[src/rtl/pc_ir_fetch_unit.sv]
`default_nettype none
// ============================================================================
// Module      : pc_ir_fetch_unit
// Description : Datapath front end for the multicycle CPU. Holds the program
//               counter and the instruction register, fetches instruction
//               words over a req/ack memory handshake and presents the opcode
//               field to the control unit.
//               Optional feature macro: PCU_FETCH_TIMEOUT_EN. When defined,
//               an outstanding fetch is abandoned after TIMEOUT_CYCLES cycles
//               without ack and a sticky fetch_err flag is raised.
// Revision    : 1.0 - initial release
// ============================================================================
module pc_ir_fetch_unit #(
   parameter int               WIDTH          = 32,
   parameter logic [WIDTH-1:0] RESET_PC       = '0,
   parameter int               TIMEOUT_CYCLES = 16
) (
   input  logic             clk,
   input  logic             reset,
   input  logic             IRWrite,
   input  logic             PCWrite,
   input  logic             PCWriteCond,
   input  logic [1:0]       PCSource,
   input  logic             zero,
   input  logic [WIDTH-1:0] alu_result,
   input  logic [WIDTH-1:0] alu_out,
   input  logic [WIDTH-1:0] mem_rdata,
   input  logic             mem_ack,
   output logic             mem_req,
   output logic [WIDTH-1:0] mem_addr,
   output logic [WIDTH-1:0] pc,
   output logic [WIDTH-1:0] instr,
   output logic [5:0]       opCode,
   output logic             ir_valid,
   output logic             fetch_busy,
   output logic             fetch_err
);

   // -------------------------------------------------------------------------
   // Constants
   // -------------------------------------------------------------------------
   localparam logic [0:0] c_ST_IDLE = 1'b0;
   localparam logic [0:0] c_ST_WAIT = 1'b1;

   // Bits of the PC that survive a jump (everything above bit 27).
   localparam logic [WIDTH-1:0] c_HI_MASK    = ~WIDTH'(28'hFFF_FFFF);
   // Instruction addresses are word aligned; the low two bits are never set.
   localparam logic [WIDTH-1:0] c_ALIGN_MASK = ~WIDTH'(2'b11);

   // -------------------------------------------------------------------------
   // Elaboration-time parameter sanity checks
   // -------------------------------------------------------------------------
   generate
      if (WIDTH < 28) begin : g_bad_width
         $error("pc_ir_fetch_unit: WIDTH must be at least 28");
      end
      if (RESET_PC[1:0] != 2'b00) begin : g_bad_reset_pc
         $error("pc_ir_fetch_unit: RESET_PC must be word aligned");
      end
      if (TIMEOUT_CYCLES < 1) begin : g_bad_timeout
         $error("pc_ir_fetch_unit: TIMEOUT_CYCLES must be at least 1");
      end
   endgenerate

   // -------------------------------------------------------------------------
   // Registers and wires
   // -------------------------------------------------------------------------
   logic [0:0]       r_state;
   logic [WIDTH-1:0] r_pc;
   logic [WIDTH-1:0] r_instr;
   logic             r_mem_req;
   logic [WIDTH-1:0] r_mem_addr;
   logic             r_ir_valid;

   logic             w_in_wait;
   logic             w_fetch_start;
   logic             w_fetch_done;
   logic             w_timeout;
   logic             w_pc_we;
   logic [WIDTH-1:0] w_jump_target;
   logic [WIDTH-1:0] w_pc_src;
   logic [WIDTH-1:0] w_pc_next;

   // -------------------------------------------------------------------------
   // Fetch handshake decode
   // -------------------------------------------------------------------------
   // IRWrite is only honoured from IDLE; a request arriving while a fetch is
   // outstanding is dropped rather than queued. An ack seen in IDLE is stray
   // (e.g. the tail of a fetch aborted by reset) and must not touch the IR.
   assign w_in_wait     = (r_state == c_ST_WAIT);
   assign w_fetch_start = (r_state == c_ST_IDLE) && IRWrite;
   assign w_fetch_done  = w_in_wait && mem_ack;

`ifdef PCU_FETCH_TIMEOUT_EN
   // -------------------------------------------------------------------------
   // Optional fetch timeout
   // -------------------------------------------------------------------------
   localparam int               c_TMO_W    = $clog2(TIMEOUT_CYCLES + 1);
   localparam logic [c_TMO_W-1:0] c_TMO_LAST = c_TMO_W'(TIMEOUT_CYCLES - 1);

   logic [c_TMO_W-1:0] r_timer;
   logic               r_fetch_err;

   // The timer counts WAIT cycles that pass without an ack; the cycle that
   // would be number TIMEOUT_CYCLES abandons the fetch instead.
   assign w_timeout = w_in_wait && !mem_ack && (r_timer == c_TMO_LAST);

   // Wait-cycle counter, cleared whenever a new fetch is launched.
   always_ff @(posedge clk or negedge reset) begin
      if (!reset) begin
         r_timer <= '0;
      end else if (w_fetch_start) begin
         r_timer <= '0;
      end else if (w_in_wait && !mem_ack && !w_timeout) begin
         r_timer <= r_timer + 1'b1;
      end
   end

   // Sticky error flag; only reset clears it.
   always_ff @(posedge clk or negedge reset) begin
      if (!reset) begin
         r_fetch_err <= 1'b0;
      end else if (w_timeout) begin
         r_fetch_err <= 1'b1;
      end
   end

   assign fetch_err = r_fetch_err;
`else
   // Without the timeout a fetch waits for its ack indefinitely.
   assign w_timeout = 1'b0;
   assign fetch_err = 1'b0;
`endif

   // -------------------------------------------------------------------------
   // Next-PC selection
   // -------------------------------------------------------------------------
   assign w_pc_we       = PCWrite || (PCWriteCond && zero);
   // Jump target keeps the PC's upper region and takes the 26-bit word
   // index from the instruction currently held in the IR.
   assign w_jump_target = (r_pc & c_HI_MASK) | WIDTH'({r_instr[25:0], 2'b00});

   // Choose the next-PC source selected by the control unit.
   always_comb begin
      w_pc_src = r_pc;
      case (PCSource)
         2'b00:   w_pc_src = alu_result;
         2'b01:   w_pc_src = alu_out;
         2'b10:   w_pc_src = w_jump_target;
         default: w_pc_src = r_pc;
      endcase
   end

   // Externally supplied addresses may carry low bits; strip them.
   assign w_pc_next = w_pc_src & c_ALIGN_MASK;

   // Program counter; may be rewritten while a fetch is outstanding because
   // the fetch uses its own latched address.
   always_ff @(posedge clk or negedge reset) begin
      if (!reset) begin
         r_pc <= RESET_PC;
      end else if (w_pc_we) begin
         r_pc <= w_pc_next;
      end
   end

   // -------------------------------------------------------------------------
   // Fetch state machine and memory request
   // -------------------------------------------------------------------------
   // Two-state fetch controller; request and address are held until the
   // fetch completes (or times out).
   always_ff @(posedge clk or negedge reset) begin
      if (!reset) begin
         r_state    <= c_ST_IDLE;
         r_mem_req  <= 1'b0;
         r_mem_addr <= '0;
      end else begin
         case (r_state)
            c_ST_IDLE: begin
               if (w_fetch_start) begin
                  r_state    <= c_ST_WAIT;
                  r_mem_req  <= 1'b1;
                  r_mem_addr <= r_pc;
               end
            end
            c_ST_WAIT: begin
               if (w_fetch_done || w_timeout) begin
                  r_state   <= c_ST_IDLE;
                  r_mem_req <= 1'b0;
               end
            end
            default: begin
               r_state   <= c_ST_IDLE;
               r_mem_req <= 1'b0;
            end
         endcase
      end
   end

   // -------------------------------------------------------------------------
   // Instruction register
   // -------------------------------------------------------------------------
   // Capture the returned word and pulse ir_valid for exactly one cycle.
   always_ff @(posedge clk or negedge reset) begin
      if (!reset) begin
         r_instr    <= '0;
         r_ir_valid <= 1'b0;
      end else begin
         r_ir_valid <= w_fetch_done;
         if (w_fetch_done) begin
            r_instr <= mem_rdata;
         end
      end
   end

   // -------------------------------------------------------------------------
   // Outputs
   // -------------------------------------------------------------------------
   assign mem_req    = r_mem_req;
   assign mem_addr   = r_mem_addr;
   assign pc         = r_pc;
   assign instr      = r_instr;
   // Opcode is the top six IR bits (instr[31:26] at the default width).
   assign opCode     = r_instr[WIDTH-1 -: 6];
   assign ir_valid   = r_ir_valid;
   assign fetch_busy = w_in_wait;

endmodule
`default_nettype wire
[config.mk]
export PLATFORM = sky130hd
export DESIGN_NAME = pc_ir_fetch_unit
export DESIGN_NICKNAME = d
export VERILOG_FILES = /design/src/rtl/pc_ir_fetch_unit.sv
export SDC_FILE = /design/constraint.sdc
export NUM_CORES = 1
export LEC_CHECK = 0
export ABC_CLOCK_PERIOD_IN_PS = 1490
export CORE_MARGIN = 2
export CORE_UTILIZATION = 38
export CTS_BUF_LIST = sky130_fd_sc_hd__clkbuf_16
export CTS_CLUSTER_SIZE = 25
export DETAILED_ROUTE_END_ITERATION = 16
export HOLD_SLACK_MARGIN = 0.05
export PLACE_DENSITY = 0.77
export SLEW_MARGIN = 0
export SYNTH_ARGS = -nofsm -noshare
export SYNTH_HDL_FRONTEND = slang
export SYNTH_SLANG_ARGS = --single-unit
[constraint.sdc]
create_clock -name clk -period 1.49 [get_ports clk]
set_clock_uncertainty 0.2 [all_clocks]
set_input_delay 0.149 -clock clk [delete_from_list [all_inputs] [get_ports clk]]
set_output_delay 0.149 -clock clk [all_outputs]
set_load 0.1 [all_outputs]
==> results by group, run 1 <==
Die
  – Initial Util: 0.386
  – Area of the die: 13600 um^2
  – Core area: 12500 um^2
  – DIE WIDTH: about 120 um
  – # rows: roughly 40
  – Io pins: 211
  – Die Height: 117 um

Power and ir drop
  – P_sw: 8.35 mW
  – Clock power share: 0.145
  – Flop pwr share: 0.247
  – VDD IR max: 1.19 mV
  – Pwr/cell area: ~1900 nW/um^2
  – Cell Int Power: 8.89 mW
  – Combinational share of power: 0.609
  – Leak Pwr: 3.83 nW
  – Sw frac: 0.484

Route
  – Via-to-Cell Ratio: approximately 5.2
  – Routed Antenna Nets: 0
  – Final wirelength: 15900 um
  – Drt first-iter violations: 234
  – Via count: 4015
  – DR WL/cell: 20.4 um
  – DRC: 0
  – Initial DRT Pass Iterations: 4

Synthesis
  – Top-area cell type share of the netlist area: 0.492
  – Post-synth EDFFs: 0
  – Count leader, synth: dfrtp_1
  – Top post-synthesis cells by count: dfrtp_1, mux2_1, nor2_1, nand2b_1, nor2b_1
  – Largest cells by area after synthesis: dfrtp_1, mux2_1, a2111oi_4, o31ai_1, nand2b_1
  – YS warnings: 0
  – Syn avg cell area: 12.7 um^2
  – Async SR Flop Fraction: 1.00
  – Flops & latches, synth: 95
  – Cell taking the most area after synthesis: dfrtp_1
  – Ys flop type: dfrtp_1
  – Synth unique cells: 27
  – Post-Synthesis Cells: 381
  – Post-synthesis cell area: 4830 um^2
  – Post-synthesis sequential area ratio: 0.492

Finish
  – Fin cells: 779
  – Synth-to-Final Area Change: 89.7%
  – Layout cells sized above 1: 0.526
  – Final design instance area without fill: 9160 um^2
  – Nets: 707
  – # diodes: 0

Placed design
  – Port bufs: 201
  – Hpwl dp: around 11000 um
  – Pre-CTS setup slack: -0.580 ns
  – Cells after DPL: about 750
  – Final Wtd Congestion: between 0.8 and 0.9
  – Post-placement cell area: 8370 um^2

Clocking
  – Clk root buf: clkbuf_16
  – Clk_lat worst skew: 0.34 ns
  – Max Root-Sink Buffers: 2
  – H-Tree Depth: 3
  – Clock-pin slew on the worst setup and hold paths: 0.07 ns
  – TritonCTS clock tree: done
  – Number of CTS-inserted buffers: 9
  – CTS sink cnt: 95

GRT
  – Vias in the first global route: around 4300
  – Largest net degree at the start of global routing: 60
  – Gr ovfl total: 0
  – Initial antenna violation count: 0
  – Total track usage: 0.228
  – First-pass GRT wire length: 23600 um

Timing
  – Final Hold Fails: 0
  – Final setup violation count: 64
  – Post-route setup slack: -0.130 ns
  – Slew Limit Fails: 0
  – Fmax: roughly 620 MHz
  – RSZ-0062 raised after global routing: yes
  – Slew HR: 0.640
  – Tmin final: 1.62 ns
  – Tcrit/Tclk final: 1.09
  – Slew @ Worst Pin: ~0.54 ns

Critical path
  – Worst EP required: ~1.5 ns
  – Critical path fanouts, max: 5
  – Crit Path Category: flop to flop
  – Crit path DAT: approximately 1.7 ns
  – Critical path launch point type: flop
  – CP endpoint kind: flop

Run status
  – Violated checks: negative setup slack
  – Status: finished, violations left

Flow run
  – Max Cap Violations: 0

Hold path
  – Tightest Hold Check Type: primary input to flop
-- worst max-delay path: stages (launching register included) --
cell       delay [ns]
dfrtp_4          0.53
nor2b_4          0.17
buf_6            0.14
clkbuf_16        0.16
mux2_4           0.30
-- area by class of cell --
cell class                      instances  area (um^2)
Fill cell                             787         3360
Tap cell                              172          215
Timing Repair Buffer                  251         3730
Inverter                                2         7.51
Clock buffer                            9          225
Sequential cell                        95         2450
Multi-Input combinational cell        243         2430
Clock inverter                          7         96.3
-- cells in the final DEF, fill, tap and decap left out, drive strengths merged --
master / instances
nand2b: 27
dlygate4sd3: 2
a21oi: 1
a211oi: 26
nand2: 1
bufinv: 2
o31ai: 26
clkdlybuf4s50: 94
mux2: 62
mux2i: 4
buf: 145
bufbuf: 1
nor2: 28
clkinvlp: 3
o21ai: 8
dlygate4sd2: 3
dfrtp: 95
clkbuf: 15
conb: 5
a2111oi: 26
inv: 3
clkinv: 1
a21o: 2
nor2b: 27
-- kinds of logic (layout without fill, tap and decap cells) --
| group | count (synthesis) | count (layout) | synth area share |
|---|---|---|---|
| buffers and inverters | 47 | 269 | 0.0661 |
| AND/OR/NAND/NOR | 83 | 83 | 0.0925 |
| multiplexers | 66 | 66 | 0.153 |
| other | 1 | 5 | 0.000777 |
| AO/OA/AOI/OAI | 89 | 89 | 0.195 |
| flip-flops | 95 | 95 | 0.492 |
-- per-layer routing --
layer  GRT usage  vias up  routed length [um]
met4      0.0839        0                 299
met3      0.0555       22                 953
met2       0.392      161                8340
met1       0.278     2018                6260
met5           0        -                   0
li1            -     1814                   -
-- metrics by stage --
stage / power [mW] / TNS, ns / util / hold WS (ns)
finish: 17.2 / -6.08 / 0.732 / 0.113
global route: 17.8 / -7.59 / 0.732 / 0.117
CTS: 17.1 / -2.25 / 0.712 / 0.112
detailed placement: 14.3 / -18.19 / 0.669 / -0.0568
global placement: 14.1 / -14.97 / 0.669 / -0.0561
floorplan: 10.2 / -7.67 / - / -0.347
-- registers in the layout, summed over array words and instances (netlist names) --
| signal | cells |
|---|---|
| instr | 32 |
| mem_addr | 30 |
| pc | 30 |
| fetch_busy | 1 |
| ir_valid | 1 |
| mem_req | 1 |
-- path summary, 6_finish.rpt --
path,cells after the start,slack (ns),end,from
worst max-delay path,4,-0.13,mem_addr[17]$_DFFE_PN0P_,fetch_busy$_DFF_PN0_
worst min-delay path,3,0.11,pc[8]$_DFFE_PN0P_,PCSource[1]
worst max register to register,4,-0.13,mem_addr[17]$_DFFE_PN0P_,fetch_busy$_DFF_PN0_
worst min register to register,1,0.38,mem_addr[13]$_DFFE_PN0P_,mem_addr[13]$_DFFE_PN0P_
max in group asynchronous,3,0.63,instr[28]$_DFFE_PN0P_,reset
min in group asynchronous,3,0.12,mem_addr[16]$_DFFE_PN0P_,reset
-- what timing repair did --
action,CTS,global route
hold endpoints to repair,96,0
setup buffers,6,1
hold buffers,2,0
setup endpoints to repair,42,44
gates resized for setup,32,21
cloned,2,6
pin swaps,2,1
-- power groups by stage --
| stage | Combinational (mW) | Sequential, mW | Clock [mW] |
|---|---|---|---|
| finish | 10.5 | 4.25 | 2.49 |
| global route | 10.8 | 4.35 | 2.66 |
| CTS | 10.3 | 4.24 | 2.54 |
| detailed placement | 10.0 | 4.26 | 0 |
| global placement | 9.93 | 4.21 | 0 |
| floorplan | 1.63 | 8.55 | 0 |
Note: power is estimated with default switching activity, not from simulation.
==> run 2, diff against run 1 <==
--- a/config.mk
+++ b/config.mk
@@ -5,14 +5,16 @@
 export SDC_FILE = /design/constraint.sdc
 export NUM_CORES = 1
 export LEC_CHECK = 0
-export ABC_CLOCK_PERIOD_IN_PS = 1490
+export CELL_PAD_IN_SITES_DETAIL_PLACEMENT = 1
+export CELL_PAD_IN_SITES_GLOBAL_PLACEMENT = 2
 export CORE_MARGIN = 2
-export CORE_UTILIZATION = 38
+export CORE_UTILIZATION = 24
 export CTS_BUF_LIST = sky130_fd_sc_hd__clkbuf_16
 export CTS_CLUSTER_SIZE = 25
 export DETAILED_ROUTE_END_ITERATION = 16
+export GPL_ROUTABILITY_DRIVEN = 0
 export HOLD_SLACK_MARGIN = 0.05
-export PLACE_DENSITY = 0.77
+export PLACE_DENSITY = 0.79
 export SLEW_MARGIN = 0
 export SYNTH_ARGS = -nofsm -noshare
 export SYNTH_HDL_FRONTEND = slang
==> run 2 against run 1 <==
The run still ends with negative setup slack left. Design area is 1.5% lower. Cell count is 11% higher. Setup slack better by 0.012 ns. Combinational power hardly changed. Sequential cell count stayed put. Sequential power hardly changed. Core utilization is 27 points lower. Non-clock buffer count is 11 lower. Register-to-register slack hardly changed. First-iteration DRC count is 53% lower. Count of clock-buffer cells in the layout stayed put. Largest cell class unchanged.
==> results by group, run 2 (synthesis gave the netlist of run 1 again) <==
Run status
  – Status: finished, violations left
  – Violated checks: negative setup slack

Finish
  – Fin cells: 861 (+11%)
  – Fill count: 1990 (+150%)
  – Nets: 696 (-1.6%)
  – Leading cell type in the layout, fill and taps excluded: buf_12
  – Final design instance area without fill: 9020 um^2 (-1.5%)
  – # diodes: 0 (unchanged)
  – Layout Utilization: 0.460 (-0.271)
  – Most frequent cells in the layout: buf_12, clkdlybuf4s50_1, dfrtp_2
  – Layout cells sized above 1: 0.497 (-0.0289)
  – Largest register FFs: 32 (unchanged)
  – Synth-to-Final Area Change: 86.8%

Timing
  – Post-route setup slack: -0.118 ns (+0.0124 ns)
  – Hold slack: 0.115 ns (+0.00120 ns)
  – Tcrit/Tclk final: 1.08 (-0.00834)
  – Final Hold Fails: 0 (unchanged)
  – Slew Limit Fails: 0 (unchanged)
  – Tmin final: 1.61 ns (-0.0124 ns)
  – Final setup violation count: 48 (-25%)
  – Setup tns final: -3.71 ns (+2.37 ns)
  – RSZ-0062 raised after global routing: yes
  – Fmax: 622 MHz (+0.77%)

Die
  – DIE WIDTH: 146 um (+25%)
  – Area of the die: 21300 um^2 (+56%)
  – Initial Util: 0.246 (-0.139)
  – # rows: 51 (+24%)
  – Io pins: 211 (unchanged)
  – Die Height: 146 um (+25%)
  – Core area: 19600 um^2 (+57%)

Critical path
  – Crit path DAT: 1.64 ns (about the same)
  – CP endpoint kind: flop
  – R2r startpoint: fetch_busy$_DFF_PN0_
  – Worst EP required: 1.52 ns (about the same)
  – Reg2reg path depth: 3 (-1)
  – Reg-to-Reg End: instr[21]$_DFFE_PN0P_
  – Crit Path Category: flop to flop
  – Flop2flop setup slack: -0.12 ns (about the same)
  – Critical path fanouts, max: 7 (+2)
  – Critical path launch point type: flop

GRT
  – Initial antenna violation count: 1 (+1)
  – Vias in the first global route: 4586 (+5.7%)
  – Total track usage: 0.162 (-0.0664)
  – Largest net degree at the start of global routing: 65 (+8.3%)
  – Gr ovfl total: 0 (unchanged)
  – First-pass GRT wire length: 27200 um (+15%)

Placed design
  – Hpwl dp: 12200 um (+13%)
  – Cells after DPL: 836 (+12%)
  – Post-placement cell area: 8440 um^2 (+0.85%)
  – Pre-CTS setup slack: -0.474 ns (+0.107 ns)
  – Port bufs: 201 (unchanged)

Power and ir drop
  – Pwr/cell area: 1860 nW/um^2 (-1.4%)
  – Combinational share of power: 0.616 (+0.007)
  – Flop pwr share: 0.254 (+0.007)
  – Total power: 16.7 mW (-2.9%)
  – Cell Int Power: 8.39 mW (-5.6%)
  – Leak Pwr: 3.69 nW (-3.7%)
  – Clock power share: 0.130 (-0.015)
  – VDD IR max: 1.10 mV (-7.4%)
  – Sw frac: 0.499 (+0.0144)
  – P_sw: 8.35 mW (about the same)

Flow run
  – Max Cap Violations: 0 (unchanged)

Hold path
  – Worst Hold End: pc[12]$_DFFE_PN0P_
  – Hold Path Stages: 5 (+2)
  – Hold_sp: PCSource[0]
  – Tightest Hold Check Type: primary input to flop

Route
  – Final wirelength: 17300 um (+9.3%)
  – DR WL/cell: 20.1 um (-1.1%)
  – DRC: 0 (unchanged)
  – Initial DRT Pass Iterations: 4 (unchanged)
  – Via-to-Cell Ratio: 4.55 (-12%)
  – Drt first-iter violations: 110 (-53%)
  – Via count: 3920 (-2.4%)
  – WL met3: 920 um (-3.5%)
  – Highest routed layer: met4
  – Routed metal-1 wirelength: 7030 um (+12%)
  – Routed Antenna Nets: 0 (unchanged)
  – Met2 wire len: 9220 um (+10%)

Clocking
  – Clk root buf: clkbuf_16
  – CTS sink cnt: 95 (unchanged)
  – Max Root-Sink Buffers: 2 (unchanged)
  – Number of CTS-inserted buffers: 9 (unchanged)
  – Clock-pin slew on the worst setup and hold paths: 0.07 ns (about the same)
  – Clk_lat worst skew: 0.35 ns (about the same)
  – TritonCTS clock tree: done
  – H-Tree Depth: 3 (unchanged)
-- run 2: cell count changes in the layout (fill, tap and decap cells not counted), sizes merged --
cell         change
clkinv           +3
buf              -8
dlygate4sd3      -1
clkinvlp         -1
clkbuf           -4
bufbuf           +2
bufinv           -2
-- run 2: metal layers --
layer | global-route usage | vias to the layer above
met5 | 0 | -
met1 | 0.190 | 1994
met2 | 0.292 | 117
li1 | - | 1796
met4 | 0.0358 | 0
met3 | 0.0467 | 13
-- run 2: what timing repair did --
item | 4_1_cts | 5_1_grt
hold endpoints to repair | 95 | 0
cloned | 3 | 3
buffers inserted | 3 | 1
hold buffers | 1 | 0
resized for setup | 11 | 24
endpoints found under the setup margin | 45 | 60
pin swaps | 1 | 0
-- run 2: area by class of cell --
type / count / area, um^2 / area share
repair buffers: 240 / 3580 / 0.397
flip-flops and latches: 95 / 2450 / 0.272
multi-input cells: 243 / 2380 / 0.264
well taps: 265 / 332 / 0.0368
clock buffers: 9 / 225 / 0.0250
clock inverters: 7 / 41.3 / 0.00458
inverters: 2 / 7.51 / 0.000832
-- run 2: critical path, cell delays in order, from the launching register on --
cell and delay, ns:
dfrtp_4 0.52, nand2_4 0.16, bufbuf_16 0.31, mux2_4 0.31
-- run 2: how the worst max path moves through the flow --
stage / startpoint / endpoint / depth (start not counted)
global route: fetch_busy$_DFF_PN0_ / mem_addr[11]$_DFFE_PN0P_ / 4
CTS: fetch_busy$_DFF_PN0_ / mem_addr[6]$_DFFE_PN0P_ / 3
floorplan: fetch_busy$_DFF_PN0_ / mem_addr[28]$_DFFE_PN0P_ / 4
detailed placement: PCWriteCond / pc[14]$_DFFE_PN0P_ / 5
global placement: PCWriteCond / pc[27]$_DFFE_PN0P_ / 6
finish: fetch_busy$_DFF_PN0_ / instr[21]$_DFFE_PN0P_ / 3
-- run 2: power by group through the flow --
stage	registers, mW	clock network, mW	logic, mW
final	4.26	2.17	10.3
after CTS	4.26	2.26	10.2
after global placement	4.24	0	9.94
after global routing	4.37	2.34	10.6
after floorplan	8.55	0	1.63
after detailed placement	4.29	0	10.1
